--- src/rtl/msd_to_bin_pkg.sv ---
// Shared definitions for the MSD-to-binary converter: digit codes,
// converter FSM states and the chunk-count helper.
package msd_pkg;

    // Two-bit signed-digit encodings carried on the MSD bus
    localparam logic [1:0] MSD_ZERO = 2'b00;
    localparam logic [1:0] MSD_POS  = 2'b01;
    localparam logic [1:0] MSD_NEG  = 2'b11;
    localparam logic [1:0] MSD_ILL  = 2'b10;

    typedef enum logic [1:0] {
        IDLE = 2'd0,
        CONV = 2'd1,
        DONE = 2'd2
    } msd_state_e;

    // Number of CHUNK-wide slices needed to cover a width-bit value
    function automatic int msd_nchunk(input int width, input int chunk);
        return (width + chunk - 1) / chunk;
    endfunction

endpackage

--- src/rtl/msd_to_bin_chunk_sub.sv ---
// Combinational CHUNK-bit subtractor with borrow chain: diff = a - b - borrow_in.
module msd_chunk_sub #(
    parameter int CHUNK = 8
) (
    input  logic [CHUNK-1:0] a,
    input  logic [CHUNK-1:0] b,
    input  logic             borrow_in,
    output logic [CHUNK-1:0] diff,
    output logic             borrow_out
);

    logic [CHUNK:0] full;

    // One extra bit catches the borrow: it is set whenever the difference goes negative
    always_comb begin
        full = {1'b0, a} - {1'b0, b} - {{CHUNK{1'b0}}, borrow_in};
    end

    assign diff       = full[CHUNK-1:0];
    assign borrow_out = full[CHUNK];

endmodule

--- src/rtl/msd_to_bin.sv ---
// MSD-to-binary converter. Captures one (P+2)-digit signed-digit word, forms
// POS - NEG chunk-serially (CHUNK bits per cycle) and holds the two's-complement
// result until the consumer takes it.
// Optional build macro: MSD2BIN_ERR_CHK_EN enables latching of illegal digit
// codes into out_err; without it out_err is tied low.
//
// Handshakes: a transfer happens on a rising clk edge where valid and ready are
// both high. in_valid/in_msd may change freely while not accepted; out_valid,
// out_bin and out_err hold steady until out_ready is seen high on an edge.
module msd_to_bin
    import msd_pkg::*;
#(
    parameter int P     = 33,
    parameter int CHUNK = 8
) (
    input  logic             clk,
    input  logic             rst,
    input  logic             in_valid,
    output logic             in_ready,
    input  logic [2*P+3:0]   in_msd,
    output logic             out_valid,
    input  logic             out_ready,
    output logic [P+2:0]     out_bin,
    output logic             out_err
);

    localparam int D  = P + 2;                      // digits per word
    localparam int W  = D + 1;                      // result width
    localparam int NC = msd_nchunk(W, CHUNK);       // conversion cycles
    localparam int WP = NC * CHUNK;                 // padded working width
    localparam int CW = (NC > 1) ? $clog2(NC) : 1;
    localparam logic [CW-1:0] LAST = CW'(NC - 1);

    msd_state_e    state;
    logic          in_ready_q;
    logic          out_valid_q;
    logic [WP-1:0] pos_q;
    logic [WP-1:0] neg_q;
    logic [WP-1:0] res_q;
    logic [WP-1:0] res_next;
    logic [WP-1:0] pos_in;
    logic [WP-1:0] neg_in;
    logic          borrow_q;
    logic [CW-1:0] cnt_q;
    logic [CHUNK-1:0] diff;
    logic          borrow_out;
    logic          accept;

    assign accept = (state == IDLE) && in_valid && in_ready_q;

    // Split the digit word into positive and negative bit vectors; illegal codes count as zero
    always_comb begin
        pos_in = '0;
        neg_in = '0;
        for (int i = 0; i < D; i++) begin
            pos_in[i] = (in_msd[2*i +: 2] == MSD_POS);
            neg_in[i] = (in_msd[2*i +: 2] == MSD_NEG);
        end
    end

    // The low CHUNK bits of the shifting POS/NEG registers are always the current chunk
    msd_chunk_sub #(.CHUNK(CHUNK)) u_sub (
        .a          (pos_q[CHUNK-1:0]),
        .b          (neg_q[CHUNK-1:0]),
        .borrow_in  (borrow_q),
        .diff       (diff),
        .borrow_out (borrow_out)
    );

    // Each new chunk enters at the top and slides down, so chunk 0 lands at bit 0 after NC steps
    generate
        if (NC == 1) begin : g_single
            assign res_next = diff;
        end else begin : g_multi
            assign res_next = {diff, res_q[WP-1:CHUNK]};
        end
    endgenerate

    // Converter FSM: capture in IDLE, one chunk per cycle in CONV, hold result in DONE
    always_ff @(posedge clk or posedge rst) begin
        if (rst) begin
            state       <= IDLE;
            in_ready_q  <= 1'b0;
            out_valid_q <= 1'b0;
            pos_q       <= '0;
            neg_q       <= '0;
            res_q       <= '0;
            borrow_q    <= 1'b0;
            cnt_q       <= '0;
        end else begin
            case (state)
                IDLE: begin
                    in_ready_q <= 1'b1;
                    if (accept) begin
                        pos_q      <= pos_in;
                        neg_q      <= neg_in;
                        borrow_q   <= 1'b0;
                        cnt_q      <= '0;
                        in_ready_q <= 1'b0;
                        state      <= CONV;
                    end
                end
                CONV: begin
                    res_q    <= res_next;
                    borrow_q <= borrow_out;
                    pos_q    <= pos_q >> CHUNK;
                    neg_q    <= neg_q >> CHUNK;
                    if (cnt_q == LAST) begin
                        out_valid_q <= 1'b1;
                        state       <= DONE;
                    end else begin
                        cnt_q <= cnt_q + 1'b1;
                    end
                end
                DONE: begin
                    if (out_ready) begin
                        out_valid_q <= 1'b0;
                        in_ready_q  <= 1'b1;
                        state       <= IDLE;
                    end
                end
                default: begin
                    state <= IDLE;
                end
            endcase
        end
    end

    assign in_ready  = in_ready_q;
    assign out_valid = out_valid_q;
    assign out_bin   = res_q[W-1:0];

`ifdef MSD2BIN_ERR_CHK_EN
    logic err_in;
    logic err_q;

    // Flag any illegal digit code in the incoming word
    always_comb begin
        err_in = 1'b0;
        for (int i = 0; i < D; i++) begin
            err_in = err_in | (in_msd[2*i +: 2] == MSD_ILL);
        end
    end

    // Error flag follows the word: set at capture, dropped when the result is taken
    always_ff @(posedge clk or posedge rst) begin
        if (rst) begin
            err_q <= 1'b0;
        end else if (accept) begin
            err_q <= err_in;
        end else if (state == DONE && out_ready) begin
            err_q <= 1'b0;
        end
    end

    assign out_err = err_q;
`else
    assign out_err = 1'b0;
`endif

endmodule

--- config.mk ---
export PLATFORM = sky130hd
export DESIGN_NAME = msd_to_bin
export DESIGN_NICKNAME = d
export VERILOG_FILES = /design/src/rtl/msd_to_bin_pkg.sv /design/src/rtl/msd_to_bin_chunk_sub.sv /design/src/rtl/msd_to_bin.sv
export SDC_FILE = /design/constraint.sdc
export NUM_CORES = 1
export LEC_CHECK = 0
export CORE_ASPECT_RATIO = 1.75
export CORE_UTILIZATION = 40
export DETAILED_ROUTE_END_ITERATION = 8
export PLACE_DENSITY_LB_ADDON = 0.3
export SETUP_SLACK_MARGIN = 0.2
export SYNTH_ARGS = -nofsm -noshare
export SYNTH_HDL_FRONTEND = slang
export SYNTH_SLANG_ARGS = --single-unit
export TNS_END_PERCENT = 1
--- constraint.sdc ---
create_clock -name clk -period 4.05 [get_ports clk]
set_input_delay 1.0125 -clock clk [delete_from_list [all_inputs] [get_ports clk]]
set_output_delay 1.0125 -clock clk [all_outputs]
set_load 0.01 [all_outputs]
# Yosys cells after proc, flatten, opt, wreduce, memory -nomap -nowiden

Cells that the tools add are included.

Input bits: 74
Flip-flop bits (word level): 128
Word-level logic and storage cells: 118

Add/sub/neg operators: 3
Reduce and logical (&&, ||, !) cells: 11
Multiplexer cells: 19
Equal/unequal tests: 77

Operators by type and width:

| kind                | count |
|---|---|
| $pmux 40 s2         | 2 |
| $mux 40             | 2 |
| $eq 2x1->1 const B  | 36 |
| $eq 2x2->1 const B  | 36 |
| $reduce_and 3->1    | 3 |
| $sub 8x8->9         | 1 |
| $sub 9x1->9         | 1 |
| $ne 2x2->1 const B  | 4 |
| $mux 2              | 3 |
| $mux 3              | 2 |
| $pmux 1 s2          | 3 |
| $pmux 2 s3          | 1 |
| $pmux 3 s2          | 1 |
| $reduce_bool 2->1   | 3 |
| $mux 1              | 5 |
| $reduce_and 2->1    | 2 |
| $add 3x1->3 const B | 1 |
| $eq 3x3->1 const B  | 1 |
| $logic_and 1x1->1   | 2 |
| $logic_not 2->1     | 1 |

# Logic depth before layout (Yosys ltp)

Gate-level depths: netlist of the first run.

Depth after elaboration: 5
Gate-level depth with buffers: 8
Mapped depth without buffers: 8

# Modules after synthesis

Synthesis of the first run repeated with hierarchy kept, for this count alone.

Cells, all modules: 630
Area total of the unflattened synthesis: 5,870.6 um2

By module, submodules not included:

| module        | times used | area an instance (um2) | cells an instance |
|---|---|---|---|
| msd_to_bin    | 1          | 5,316.3                | 554 |
| msd_chunk_sub | 1          | 554.3                  | 76 |

# Worst setup path before layout of the first run

OpenSTA, ideal clock, no wires.

Path type: input to register
Start point: input in_valid
End point: register pos_q[2]
Stages on the path: 6
Arrival time: 1.887 ns
Setup time: 0.126 ns
Setup slack: 2.037 ns
Data required time: 3.924 ns
Cells stage by stage: and4bb_1 buf_4 nor2_2 buf_6 buf_6 a221o_1

Word-level cells in the longest chain between the ends: 4

RTL lines:

| element                           | RTL line          | RTL |
|---|---|---|
| start: declaration                | msd_to_bin.sv:18  | `input logic in_valid,` |
| $logic_and 1x1->1 (2 in a row)    | msd_to_bin.sv:49  | `assign accept = (state == IDLE) && in_valid && in_ready_q;` |
| $ne 2x2->1 (no source line)       | -                 |  |
| $reduce_and 2->1 (no source line) | -                 |  |
| end signal: assignment            | msd_to_bin.sv:95  | `pos_q <= pos_in;` |
| end signal: assignment            | msd_to_bin.sv:106 | `pos_q <= pos_q >> CHUNK;` |
| end: declaration                  | msd_to_bin.sv:37  | `logic [WP-1:0] pos_q;` |

No other way between the ends.
A chain may end at the register's enable or synchronous reset.

# Final worst setup path of the first run

Start point: input in_valid
End point: register neg_q[20]

Word-level cells in the longest chain between the ends: 4

RTL lines:

| element                           | RTL line          | RTL |
|---|---|---|
| $logic_and 1x1->1 (2 in a row)    | msd_to_bin.sv:49  |  |
| $ne 2x2->1 (no source line)       | -                 |  |
| $reduce_and 2->1 (no source line) | -                 |  |
| end signal: assignment            | msd_to_bin.sv:96  | `neg_q <= neg_in;` |
| end signal: assignment            | msd_to_bin.sv:107 | `neg_q <= neg_q >> CHUNK;` |
| end: declaration                  | msd_to_bin.sv:38  | `logic [WP-1:0] neg_q;` |

No other way between the ends.

==> results.py, run 1 <==
metrics = {
    "logic_synthesis": {
        "synth_fa_ha_area_share_pct": 4.20,
        "ys_warn_count": 0,
        "synth-compound-area-share_pct": 12.1,
        "synth_cell_types": 37,
        "synth_top_family_by_area": "simple AND/OR/NAND/NOR gates",
        "synth_area_per_cell_sq_um": 9.17,
        "ys_seq_elements": 118,
        "synth-xor-area-share_pct": 0.919,
        "synthCells": 623,
        "ys_seq_area_share_pct": 51.7,
        "yosys.area_share.simple_pct": 21.3,
        "syn_area_sq_um": 5720,
        "synth.area.mux_share_pct": 0.175,
        "syn_nets": 715,
    },
    "grt": {
        "antenna_found_initial": 0,
        "grtUsageTotal_pct": 18.3,
        "globalRouteOverflowTotal": 0,
        "grt_pass1_wl_mm": 21.2,
        "grt_pass1_vias": 4439,
        "grt_max_degree": 119,
    },
    "clock_network": {
        "cts_tree": "built",
        "clockBufferDepth": 2,
        "post-cts-setup-buffers": 0,
        "h-tree-depth": 4,
        "clk_pin_slew_worst_paths_ns": 0.06,
        "cts_made_buffers": 17,
        "cts.sinks": 118,
        "cts_root_buf": "clkbuf_16",
        "ctsResizeCount": 0,
        "clkLatencyLatePin_ns": 0.41,
        "ctsHoldBuffers": 0,
    },
    "worst_hold_path": {
        "min_path_type": "reg -> reg",
        "min_from": "neg_q[25]",
    },
    "worst_setup_path": {
        "worstSetupPathType": "in -> reg",
        "path_max_fanout": 44,
        "arrival_ns": 2.84,
        "cp-start-kind": "input port",
        "startpoint": "in_valid",
        "worstSetupEndpointType": "flop",
        "path_cells": "clkdlybuf4s50_1 -> and4bb_2 -> nor2_4 -> buf_4 -> nand2_1 -> nand2_1",
        "slowest_delay_ns": 0.76,
        "crit_required_ns": 4.39,
        "path_common_cell": "nand2_1",
        "slowest_stage": "nor2_4",
        "r2r_start": "borrow_q",
    },
    "pwr": {
        "swShare_pct": 37.7,
        "p_clk_share_pct": 26.0,
        "netSwitchingPower_uw": 2260,
        "peakVddDrop_mv": 0.457,
        "p_comb_share_pct": 41.5,
        "total_power_uw": 5990,
        "power_density_nw_per_um2": 820,
        "p_leak_uw": 0.00340,
        "p_int_uw": 3730,
        "p_seq_share_pct": 32.6,
    },
    "cells_and_area": {
        "multi_input_area_sq_um": 2230,
        "insertedDiodeCount": 0,
        "layout-drive-gt1-share_pct": 6.42,
        "regArea_sq_um": 2950,
        "nNetsFinal": 780,
        "syn2layout_area_growth_pct": 27.7,
        "nFillCells": 1305,
    },
    "timing": {
        "worst_slack_ns": 1.55,
        "fin_crit_ns": 2.50,
        "grt_setup_unrepaired": "no",
        "tns_ns": 0,
        "finalSetupViolations": 0,
        "slew_viol_final": 0,
        "timing.slew.headroom_pct": 33.0,
        "worst_clock_skew_ns": 0.0127,
        "worstMarginPinSlew_ns": 1.00,
        "fin_crit_sh_pct": 61.8,
        "max_freq_ghz": 0.400,
        "finalHoldViolCount": 0,
    },
    "die": {
        "num_io_pins": 113,
        "die_width_microns": 92.4,
        "dieArea_sq_um": 14800,
        "coreArea_sq_um": 13900,
        "rows": 57,
        "die_h_microns": 160,
        "start_util_pct": 41.1,
    },
    "drt": {
        "wl_mm": 12.8,
        "ant_nets": 0,
        "viasPerCell": 5.15,
        "first_pass_iters": 4,
        "drcViolationCount": 0,
        "drt-initial-drc-count": 225,
        "num_vias": 4519,
        "wl_per_cell_microns": 14.6,
    },
    "place": {
        "place_congestion": 0.769,
        "place.port_buffers": 111,
        "pre_cts_ws_ns": 1.13,
        "dpl.hpwl_mm": 8.67,
    },
    "outcome": {
        "status": "finished clean",
    },
    "flow_run": {
        "maxCapViolCount": 0,
    },
}
-- worst paths after layout --
check                            end  slack [ns]  cells past startpoint
hold / removal             neg_q[17]        0.46                      2
setup / recovery           neg_q[20]        1.55                      6
min in group asynchronous  res_q[11]        1.13                      3
hold reg to reg            neg_q[17]        0.46                      2
setup reg to reg            borrow_q        1.72                      8
max in group asynchronous  pos_q[27]        2.45                      3
-- flip-flops by register name (all words and copies together), names as in the netlist --
signal / flops
pos_q: 35
in_ready: 1
out_valid: 1
res_q: 40
state: 2
neg_q: 35
borrow_q: 1
cnt_q: 3
-- cells by family after synthesis --
kind of cell / after synthesis
flops: 118
buf+inv: 98
other cells: 1
xor+xnor: 6
compound gates: 92
mux: 1
fa+ha+maj: 18
simple gates: 289
-- area by class of cell --
type / instances / area share [%]
Clock inverter: 13 / 2.33
Inverter: 27 / 1.44
Clock buffer: 19 / 6.21
Tap cell: 177 / 3.03
Multi-Input combinational cell: 407 / 30.5
Timing Repair Buffer: 117 / 16.0
Sequential cell: 118 / 40.5
-- through the flow --
| stage | std cells | hold slack (ns) | util [%] | cell area [sq um] |
|---|---|---|---|---|
| floorplan | 623 | 0.439 | - | 5720 |
| global placement | 846 | 0.447 | 48.0 | 6680 |
| detailed placement | 846 | 0.450 | 48.0 | 6680 |
| CTS | 878 | 0.467 | 52.5 | 7300 |
| global route | 878 | 0.490 | 52.5 | 7300 |
| finish | 878 | 0.462 | 52.5 | 7300 |
-- power groups by stage --
stage	Combinational, uW	Sequential [uW]	Clock [uW]
after global placement	2410	1950	0
after floorplan	1990	1870	0
final	2480	1950	1560
after CTS	2520	1950	1590
after detailed placement	2490	1970	0
after global routing	2800	2000	1640
-- cell usage after synthesis --
master / instances / area share (%)
a211oi_1: 2 / 0.26
inv_1: 27 / 1.8
dfrtp_1: 118 / 52
xor2_1: 1 / 0.15
a21o_1: 1 / 0.13
buf_4: 40 / 5.3
buf_6: 2 / 0.39
clkbuf_1: 11 / 0.72
nand3b_1: 16 / 2.1
o21ai_0: 19 / 1.7
a221o_1: 20 / 3.5
a31oi_1: 7 / 0.77
mux2i_1: 1 / 0.18
a32oi_1: 27 / 4.1
a21bo_2: 1 / 0.18
nand3_1: 14 / 1.2
nand4_1: 1 / 0.11
and4b_1: 1 / 0.18
nor2_1: 34 / 2.2
nor2b_1: 1 / 0.11
nand2_1: 206 / 14
or3_1: 1 / 0.11
fa_1: 2 / 0.70
nor4b_1: 1 / 0.15
and4bb_1: 1 / 0.22
nor3_1: 6 / 0.53
buf_1: 4 / 0.26
conb_1: 1 / 0.066
nand2b_1: 3 / 0.33
buf_2: 14 / 1.2
xnor2_1: 5 / 0.77
and3_1: 3 / 0.33
nor2_2: 1 / 0.11
a21oi_2: 1 / 0.15
o2111ai_1: 1 / 0.15
a21oi_1: 13 / 1.1
ha_1: 16 / 3.5
-- critical path: cells and delay by family --
family | cells | cell delay (ns)
buffers and inverters | 2 | 0.68
AND/OR/NAND/NOR | 4 | 1.14
-- cells in the final DEF (no fill, tap or decap), drive strengths merged, types with 2 or more instances in the layout --
cell | synthesis | layout
clkinv | 0 | 4
xnor2 | 5 | 5
bufinv | 0 | 3
a31oi | 7 | 7
and3 | 3 | 3
a211oi | 2 | 2
inv | 27 | 29
clkinvlp | 0 | 4
a21oi | 14 | 14
dfrtp | 118 | 118
clkdlybuf4s50 | 0 | 111
a32oi | 27 | 27
nand2 | 206 | 206
nand3b | 16 | 16
ha | 16 | 16
nand3 | 14 | 14
fa | 2 | 2
nor3 | 6 | 6
clkbuf | 11 | 19
nand2b | 3 | 3
buf | 60 | 6
nor2 | 35 | 35
o21ai | 19 | 19
a221o | 20 | 20
-- layer usage --
| layer | vias up | share of wire, % | track usage [%] |
|---|---|---|---|
| met5 | - | 0 | 0 |
| met4 | 0 | 2.2 | 7.95 |
| met3 | 17 | 5.0 | 4.29 |
| met2 | 150 | 53 | 32.0 |
| met1 | 2168 | 40 | 21.1 |
| li1 | 2184 | - | - |
(Power assumes the default switching activity.)
==> inputs of run 2 (changes only) <==
clock period = 2.6 ns   (was 4.05 ns; I/O delays follow)
==> run 2 against run 1 <==
Final cell count grew 0.11%. Critical path depth grew 2. Largest power group unchanged. Cell area grew 1.3%. Count of clock-buffer cells in the layout shrank 1. Sequential cell count is the same. First-iteration DRC count grew 3.1%. Global-route usage grew 0.082 points. Sequential power grew 56%. Clock skew shrank 0.0038 ns. Power grew 60%. Register-to-register slack lost 1.4 ns. Wire length shrank 0.37%.
==> results.py, run 2 (synthesized netlist as in run 1, its figures left out) <==
metrics = {
    "worst_hold_path": {
        "min_path_cells": 2,
        "hold-path-endpoint": "res_q[7]",
        "min_from": "res_q[7]",
        "min_path_type": "reg -> reg",
    },
    "timing": {
        "finalSetupViolations": 0,
        "worst_slack_ns": 0.326,
        "fin_crit_sh_pct": 87.5,
        "max_freq_ghz": 0.440,
        "timing.slew.headroom_pct": 27.5,
        "worstMarginPinSlew_ns": 1.08,
        "fin_crit_ns": 2.27,
        "grt_setup_unrepaired": "no",
        "slew_viol_final": 0,
        "tns_ns": 0,
        "finalHoldViolCount": 0,
        "worst_clock_skew_ns": 0.00889,
    },
    "place": {
        "pre_cts_ws_ns": 0.0244,
        "dpl.hpwl_mm": 8.75,
        "place.port_buffers": 111,
        "place_congestion": 0.785,
    },
    "worst_setup_path": {
        "r2r_start": "borrow_q",
        "worstSetupPathType": "reg -> reg",
        "r2r-end": "borrow_q",
        "slowest_stage": "fa_1",
        "arrival_ns": 2.54,
        "slowest_delay_ns": 0.41,
        "path_max_fanout": 3,
        "r2r_cells": 8,
        "rrSetupSlack_ns": 0.33,
        "worstSetupEndpointType": "flop",
        "path_cells": "inv_1 -> fa_1 -> inv_1 -> fa_1 -> a21bo_2 -> a211oi_1 -> and3_1 -> o2111ai_1",
        "crit_required_ns": 2.87,
        "cp-start-kind": "flop",
    },
    "cells_and_area": {
        "most-common-layout-cells": "206 x nand2_1, 118 x dfrtp_1, 111 x clkdlybuf4s50_1",
        "nNetsFinal": 781,
        "syn2layout_area_growth_pct": 29.4,
        "layout-drive-gt1-share_pct": 6.55,
        "largest_register_ffs": 40,
        "layout_commonest_cell": "nand2_1",
        "insertedDiodeCount": 0,
        "regMostFlops": "res_q",
        "top_regs": "res_q: 40 flops, neg_q: 35 flops, pos_q: 35 flops",
    },
    "die": {
        "coreArea_sq_um": 13900,
        "start_util_pct": 41.1,
        "die_width_microns": 92.4,
        "dieArea_sq_um": 14800,
        "rows": 57,
        "die_h_microns": 160,
        "num_io_pins": 113,
    },
    "drt": {
        "drt-initial-drc-count": 232,
        "first_pass_iters": 5,
        "viasPerCell": 5.22,
        "wl_mm": 12.8,
        "ant_nets": 0,
        "wl_per_cell_microns": 14.5,
        "drcViolationCount": 0,
        "num_vias": 4590,
    },
    "pwr": {
        "p_leak_uw": 0.00344,
        "power_density_nw_per_um2": 1290,
        "peakVddDrop_mv": 0.753,
    },
    "grt": {
        "met2_usage_pct": 31.0,
        "grt.met1_usage_pct": 21.7,
        "grtUsageTotal_pct": 18.4,
        "grt_pass1_wl_mm": 21.2,
        "top_usage_layer": "met2",
        "use_met3_pct": 5.24,
        "antenna_found_initial": 0,
        "grt_pass1_vias": 4408,
        "grt_max_degree": 97,
        "globalRouteOverflowTotal": 0,
    },
    "clock_network": {
        "ctsHoldBuffers": 0,
        "clk_pin_slew_worst_paths_ns": 0.05,
        "cts_tree": "built",
        "clkLatencyLatePin_ns": 0.41,
        "post-cts-setup-buffers": 0,
        "cts_made_buffers": 17,
        "cts.sinks": 118,
        "h-tree-depth": 4,
        "clockBufferDepth": 2,
        "ctsResizeCount": 0,
        "cts_root_buf": "clkbuf_16",
    },
    "flow_run": {
        "maxCapViolCount": 0,
    },
    "outcome": {
        "status": "finished clean",
    },
}
## run 2: cell types whose count changed in the layout (fill, tap and decap cells not counted)
cell / previous run / this run
buf_12: 1 / 5
bufinv_16: 3 / 5
clkinv_4: 3 / 4
inv_6: 3 / 2
buf_4: 5 / 2
clkinvlp_4: 4 / 3
clkbuf_8: 2 / 1
## run 2: where the power goes
part	switching (uW)	internal (uW)	leakage [uW]	total [uW]
registers	479	2560	0.00153	3040
clock network	863	1730	0.000317	2600
logic	2170	1750	0.00159	3920
## run 2: per-stage QoR
step	power, uW	area (sq um)	utilization, %	hold WS, ns	cells
finish	9550	7390	53.2	0.469	879
global route	10300	7390	53.2	0.496	879
CTS	9680	7390	53.2	0.474	879
detailed placement	7010	6730	48.4	0.457	847
global placement	6850	6730	48.4	0.452	847
floorplan	6010	5720	-	0.439	623
## run 2: critical path: cells and delay by family (launching register included)
kind | cells | cell delay, ns
buf+inv | 2 | 0.17
compound gates | 3 | 0.76
fa+ha+maj | 2 | 0.61
simple gates | 1 | 0.22
flops | 1 | 0.38
## run 2: final cells by class
type	count	area, sq um
inverters	27	105
multi-input cells	407	2230
clock inverters	14	223
repair buffers	118	1230
well taps	177	221
clock buffers	18	439
fillers	1286	6510
flip-flops and latches	118	2950
## run 2: how the worst max path moves through the flow
stage                     startpoint       end  slack [ns]
after detailed placement    in_valid  pos_q[9]        0.02
after floorplan                  rst  borrow_q        0.51
after global placement      in_valid  pos_q[1]        0.08
final                       borrow_q  borrow_q        0.33
after global routing        borrow_q  borrow_q        0.26
after CTS                   borrow_q  borrow_q        0.33
## run 2: routing by layer
layer / vias up / wire, microns / part of all wire (%)
met1: 2196 / 5000 / 39
met3: 26 / 779 / 6.1
met4: 0 / 335 / 2.6
met5: - / 0 / 0
li1: 2195 / - / -
met2: 173 / 6670 / 52
